File: config.mk
export PLATFORM = sky130hd
export DESIGN_NAME = pipe_stage_reg
export DESIGN_NICKNAME = d
export VERILOG_FILES = /design/src/rtl/pipe_pkg.sv /design/src/rtl/pipe_entry.sv /design/src/rtl/pipe_stage_reg.sv
export SDC_FILE = /design/constraint.sdc
export NUM_CORES = 1
export LEC_CHECK = 0
export CAP_MARGIN = 5
export CORE_ASPECT_RATIO = 1.75
export CORE_MARGIN = 10
export CORE_UTILIZATION = 49
export CTS_CLUSTER_DIAMETER = 150
export DETAILED_ROUTE_END_ITERATION = 8
export PLACE_DENSITY_LB_ADDON = 0.3
export SKIP_CTS_REPAIR_TIMING = 1
export SLEW_MARGIN = 25
export SYNTH_ARGS = -nofsm -noshare
export SYNTH_HDL_FRONTEND = slang
export SYNTH_SLANG_ARGS = --single-unit
File: constraint.sdc
create_clock -name clk -period 2.4 [get_ports clk]
set_clock_uncertainty 0.15 [all_clocks]
set_input_delay 0.48 -clock clk [delete_from_list [all_inputs] [get_ports clk]]
set_output_delay 0.48 -clock clk [all_outputs]
set_load 0.05 [all_outputs]
File: src/rtl/pipe_pkg.sv
// Shared constants for the processor inter-stage registers: control-bit layout,
// per-stage widths and the skid-buffer occupancy encoding.
package pipe_pkg;

  localparam int CTRL_MEMWR        = 0;
  localparam int CTRL_MEMRD        = 1;
  localparam int CTRL_REGWR        = 2;
  localparam int CTRL_MEMTOREG_LSB = 3;
  localparam int CTRL_MEMTOREG_W   = 2;
  localparam int CTRL_BRANCH       = 5;

  localparam int ID_EX_DATA_W  = 96;
  localparam int ID_EX_CTRL_W  = 8;
  localparam int EX_MEM_DATA_W = 72;
  localparam int EX_MEM_CTRL_W = 8;
  localparam int MEM_WB_DATA_W = 40;
  localparam int MEM_WB_CTRL_W = 4;

  typedef enum logic [1:0] {
    ST_EMPTY = 2'd0,
    ST_ONE   = 2'd1,
    ST_TWO   = 2'd2
  } skid_state_e;

endpackage

File: src/rtl/pipe_entry.sv
// One held instruction: control + payload with a load enable and a valid bit.
// Control is masked on load so an entry loaded as a bubble can never carry side effects.
module pipe_entry #(
  parameter int CTRL_W = 8,
  parameter int DATA_W = 96
) (
  input  logic              clk,
  input  logic              reset,
  input  logic              i_load,
  input  logic              i_valid_nxt,
  input  logic [CTRL_W-1:0] i_ctrl,
  input  logic [DATA_W-1:0] i_data,
  output logic              o_valid,
  output logic [CTRL_W-1:0] o_ctrl,
  output logic [DATA_W-1:0] o_data
);

  logic              r_valid;
  logic [CTRL_W-1:0] r_ctrl;
  logic [DATA_W-1:0] r_data;

  always_ff @(posedge clk) begin
    if (reset) begin
      r_valid <= 1'b0;
      r_ctrl  <= '0;
      r_data  <= '0;
    end else begin
      r_valid <= i_valid_nxt;
      if (i_load) begin
        r_ctrl <= i_ctrl & {CTRL_W{i_valid_nxt}};
        r_data <= i_data;
      end
    end
  end

  assign o_valid = r_valid;
  assign o_ctrl  = r_ctrl;
  assign o_data  = r_data;

endmodule

File: src/rtl/pipe_stage_reg.sv
// Inter-stage pipeline register with valid/ready handshake, flush, optional
// two-entry skid buffer (registered in_ready) and a saturating stall counter.
module pipe_stage_reg
  import pipe_pkg::*;
#(
  parameter int DATA_W = 96,
  parameter int CTRL_W = 8,
  parameter int SKID   = 1,
  parameter int CNT_W  = 16
) (
  input  logic              clk,
  input  logic              reset,
  input  logic              flush,
  input  logic              in_valid,
  output logic              in_ready,
  input  logic [CTRL_W-1:0] in_ctrl,
  input  logic [DATA_W-1:0] in_data,
  output logic              out_valid,
  input  logic              out_ready,
  output logic [CTRL_W-1:0] out_ctrl,
  output logic [DATA_W-1:0] out_data,
  output logic [CNT_W-1:0]  stall_cnt
);

  localparam logic [CNT_W-1:0] CNT_ONE = {{(CNT_W-1){1'b0}}, 1'b1};

  logic              w_in_xfer;
  logic              w_out_xfer;
  logic              w_main_v;
  logic              w_main_load;
  logic              w_main_vnxt;
  logic [CTRL_W-1:0] w_main_ctrl;
  logic [CTRL_W-1:0] w_main_ctrl_in;
  logic [DATA_W-1:0] w_main_data_in;
  logic [CNT_W-1:0]  r_stall_cnt;

  assign w_in_xfer  = in_valid & in_ready;
  assign w_out_xfer = w_main_v & out_ready;

  pipe_entry #(.CTRL_W(CTRL_W), .DATA_W(DATA_W)) u_main (
    .clk         (clk),
    .reset       (reset),
    .i_load      (w_main_load),
    .i_valid_nxt (w_main_vnxt),
    .i_ctrl      (w_main_ctrl_in),
    .i_data      (w_main_data_in),
    .o_valid     (w_main_v),
    .o_ctrl      (w_main_ctrl),
    .o_data      (out_data)
  );

  if (SKID != 0) begin : g_skid
    logic              r_in_ready;
    logic              w_skid_v;
    logic              w_skid_load;
    logic              w_main_from_skid;
    logic [CTRL_W-1:0] w_skid_ctrl;
    logic [DATA_W-1:0] w_skid_data;
    skid_state_e       w_state;
    skid_state_e       w_state_nxt;

    // The entry valid bits are the state register; this just names the occupancy.
    assign w_state = w_skid_v ? ST_TWO : (w_main_v ? ST_ONE : ST_EMPTY);

    always_comb begin
      w_state_nxt      = w_state;
      w_main_load      = 1'b0;
      w_main_from_skid = 1'b0;
      w_skid_load      = 1'b0;
      if (flush) begin
        w_state_nxt = ST_EMPTY;
      end else begin
        case (w_state)
          ST_EMPTY: begin
            if (w_in_xfer) begin
              w_main_load = 1'b1;
              w_state_nxt = ST_ONE;
            end
          end
          ST_ONE: begin
            if (w_in_xfer && w_out_xfer) begin
              w_main_load = 1'b1;
            end else if (w_in_xfer) begin
              w_skid_load = 1'b1;
              w_state_nxt = ST_TWO;
            end else if (w_out_xfer) begin
              w_state_nxt = ST_EMPTY;
            end
          end
          ST_TWO: begin
            if (w_out_xfer) begin
              w_main_load      = 1'b1;
              w_main_from_skid = 1'b1;
              w_state_nxt      = ST_ONE;
            end
          end
          default: w_state_nxt = ST_EMPTY;
        endcase
      end
    end

    // in_ready is a pure flop so out_ready never reaches the upstream stage combinationally.
    always_ff @(posedge clk) begin
      if (reset) r_in_ready <= 1'b1;
      else       r_in_ready <= (w_state_nxt != ST_TWO);
    end

    assign in_ready       = r_in_ready;
    assign w_main_vnxt    = (w_state_nxt != ST_EMPTY);
    assign w_main_ctrl_in = w_main_from_skid ? w_skid_ctrl : in_ctrl;
    assign w_main_data_in = w_main_from_skid ? w_skid_data : in_data;

    pipe_entry #(.CTRL_W(CTRL_W), .DATA_W(DATA_W)) u_skid (
      .clk         (clk),
      .reset       (reset),
      .i_load      (w_skid_load),
      .i_valid_nxt (w_state_nxt == ST_TWO),
      .i_ctrl      (in_ctrl),
      .i_data      (in_data),
      .o_valid     (w_skid_v),
      .o_ctrl      (w_skid_ctrl),
      .o_data      (w_skid_data)
    );
  end else begin : g_single
    assign in_ready       = out_ready | ~w_main_v;
    assign w_main_load    = w_in_xfer & ~flush;
    assign w_main_vnxt    = ~flush & (w_in_xfer | (w_main_v & ~w_out_xfer));
    assign w_main_ctrl_in = in_ctrl;
    assign w_main_data_in = in_data;
  end

  assign out_valid = w_main_v;
  assign out_ctrl  = w_main_ctrl & {CTRL_W{w_main_v}};

  always_ff @(posedge clk) begin
    if (reset)
      r_stall_cnt <= '0;
    else if (w_main_v && !out_ready && !(&r_stall_cnt))
      r_stall_cnt <= r_stall_cnt + CNT_ONE;
  end

  assign stall_cnt = r_stall_cnt;

endmodule

==> impl_results.md <==
- Worst setup margin: 0.07061 ns
- Normalized max-slew margin: 61.77%
- Flops & latches, synth: 227
- Initial antenna violation count: 0
- R2R Path Start: stall_cnt[4]$_SDFFE_PP0P_
- Crit-path leading delay family: buffers and inverters
- Antenna Nets Post-Route: 0
- Final period utilization: 97.06%
- Footprint of the multi-input gates: 4210 sq um
- Max cap viols: 0
- CTS Buf Count: 21
- Via density: 5.313
- Syn nets: roughly 1100
- Clk root buf: clkbuf_16
- Most frequent cells in the layout: dfxtp_1 (227), nand2_1 (212), clkdlybuf4s50_1 (204)
- Die H: around 200 um
- Row count: 66
- Synthesized area: slightly above 9000 sq um
- WL/cell: between 15 and 20 um
- First-pass GRT wire length: 39.18 mm
- Clk sinks: ~230
- Synth Flop Type: dfxtp_1
- Diodes inserted: 0
- DRC viols: 0
- Slew Viols, Final: 0
- Worst-path cell chain: clkdlybuf4s50_1
- CP endpoint kind: output pin
- Hold Violations, Final: 0
- P per Cell Area: 687.4 nW/um^2
- Area of the die: approximately 25000 sq um
- CP Buf/Inv Count: 1
- Post-synthesis sequential area ratio: roughly 50%
- Clock H-tree levels: 1
- Final setup viols: 0
- Final WL: between 20 and 25 mm
- Reg-to-reg slack, setup: approximately 0.4 ns
- CP max stage delay: 0.83 ns
- Drt first-iter violations: 509
- Gr usage total: 19.07%
- Die W: 123.3 um
- Core area: roughly 18000 sq um
- Reg2Reg Depth: 4
- Synthesis-to-finish area growth: 36.01%
- Reg area: 4544 sq um
- Data required, critical path: 1.77 ns
- Count of cell types in the netlist: 47
- Most common cell after layout, fill and taps aside: dfxtp_1
- Filler instances: about 1500
- Worst hold start: reset
- CTS clock-pin slew for the worst setup and hold paths: 0.07 ns
- Outcome: finished, final reports clean
- Critical path type: reg2out
- EDFF count, synth: 0
- Mean post-synth cell area: 8.869 sq um
- Worst hold path type: in2reg
- Clk_lat worst skew: 0.49 ns
- Initial DRT Pass Iterations: 5
- Place WS: -0.06242 ns
- Gpl congestion: 0.8237
- Hpwl dp: 17.20 mm
- Unrepaired setup endpoints after global routing: no
- Layout cells sized above 1: 7.791%
- Post-route setup TNS: 0 ns
- Post-synth ARST share: 0%
- WP data arrival: 1.70 ns
- Worst-path fanout max: 4
- Vias: 7879
- Slew @ Worst Pin: 0.5717 ns
- PortBufs: 230
- Total of warnings raised by yosys: 0
- Starting Density: 49.48%
- Slowest cell on crit path: clkdlybuf4s50_1
- Largest net degree at the start of global routing: 79
- Nets: 1345
- Post-Syn Instances: 1032
- CTS tree: done
- Vias in the first global route: 7554
- # IOs: ~230
- Worst IR drop on VDD: 0.0005258 V
- Clock tree buffer depth: 3
- Crit. Startpoint: stall_cnt[14]$_SDFFE_PP0P_
- Worst setup SP type: flip-flop
- Min-Delay Path Depth: 2
- Overflow after GRT: 0
- Fmax: around 430 MHz
- Leakage: 5.225 nW
- Crit path depth: 1
- Post-route minimum period: 2.329 ns
## cells by family after synthesis
family / after synthesis / synth area share, %
simple gates: 365 / 16.75
compound gates: 236 / 16.64
flops: 227 / 49.65
mux: 111 / 12.22
buf+inv: 92 / 4.607
fa+ha+maj: 1 / 0.1367
## layer usage
metal  part of all wire (%)  routed length (um)  vias up  GRT usage (%)
met5                      0                   0        -              0
met3                    6.9                1693       43          5.041
met2                     54               13160      195          34.45
met4                    2.9                 706        0          6.015
met1                     37                9023     3657          20.70
li1                       -                   -     3984              -
## cells in the mapped netlist, drive strengths merged (2+ instances only)
| cell | instances | area share, % |
|---|---|---|
| mux2 | 6 | 0.74 |
| o31ai | 2 | 0.16 |
| nand4 | 5 | 0.51 |
| and2 | 8 | 0.55 |
| or4 | 3 | 0.29 |
| a211oi | 106 | 8.7 |
| clkbuf | 43 | 1.8 |
| inv | 6 | 0.25 |
| nor2 | 113 | 4.6 |
| nand3 | 4 | 0.22 |
| a311oi | 5 | 0.48 |
| nor2b | 7 | 0.48 |
| a21oi | 109 | 6.0 |
| buf | 43 | 2.6 |
| a31oi | 3 | 0.27 |
| o311ai | 2 | 0.19 |
| nor3 | 2 | 0.16 |
| dfxtp | 227 | 50 |
| a41o | 2 | 0.22 |
| nand2 | 212 | 8.7 |
| nor4 | 3 | 0.44 |
| mux2i | 105 | 11 |
## registers in the layout (all words and copies together) (netlist names)
name,flops
g_skid.u_skid.o_data,96
u_main.o_data,96
stall_cnt,16
g_skid.u_skid.o_ctrl,8
u_main.o_ctrl,8
g_skid.u_skid.o_valid,1
in_ready,1
u_main.o_valid,1
## per-stage QoR
stage / util, % / cells / instance area (sq um) / total power [mW] / hold slack, ns
after floorplan: - / 1032 / 9153 / 4.820 / 0.2857
after global placement: 63.62 / 1450 / 11770 / 5.376 / 0.2904
after detailed placement: 63.62 / 1450 / 11770 / 5.394 / 0.2956
after CTS: 67.19 / 1483 / 12430 / 8.656 / 0.2661
after global routing: 67.30 / 1483 / 12450 / 8.865 / 0.2860
final: 67.30 / 1483 / 12450 / 8.557 / 0.2742
## area by class of cell
cell class              count  area share, %
inverters                   6         0.1809
well taps                 238          2.392
clock buffers              30          4.975
flip-flops and latches    227          36.51
multi-input cells         713          33.82
repair buffers            266          21.80
clock inverters             3         0.3216
## power breakdown
part / internal, mW / switching (mW)
Clock: 1.88 / 1.37
Combinational: 0.522 / 0.799
Sequential: 3.91 / 0.0733
## path summary, 6_finish.rpt
path                                                 to
setup / recovery                          stall_cnt[14]
hold / removal    g_skid.u_skid.o_data[19]$_SDFFE_PP0P_
setup reg to reg             stall_cnt[11]$_SDFFE_PP0P_
hold reg to reg   g_skid.u_skid.o_data[50]$_SDFFE_PP0P_
Note: power is estimated with default switching activity, not from simulation.
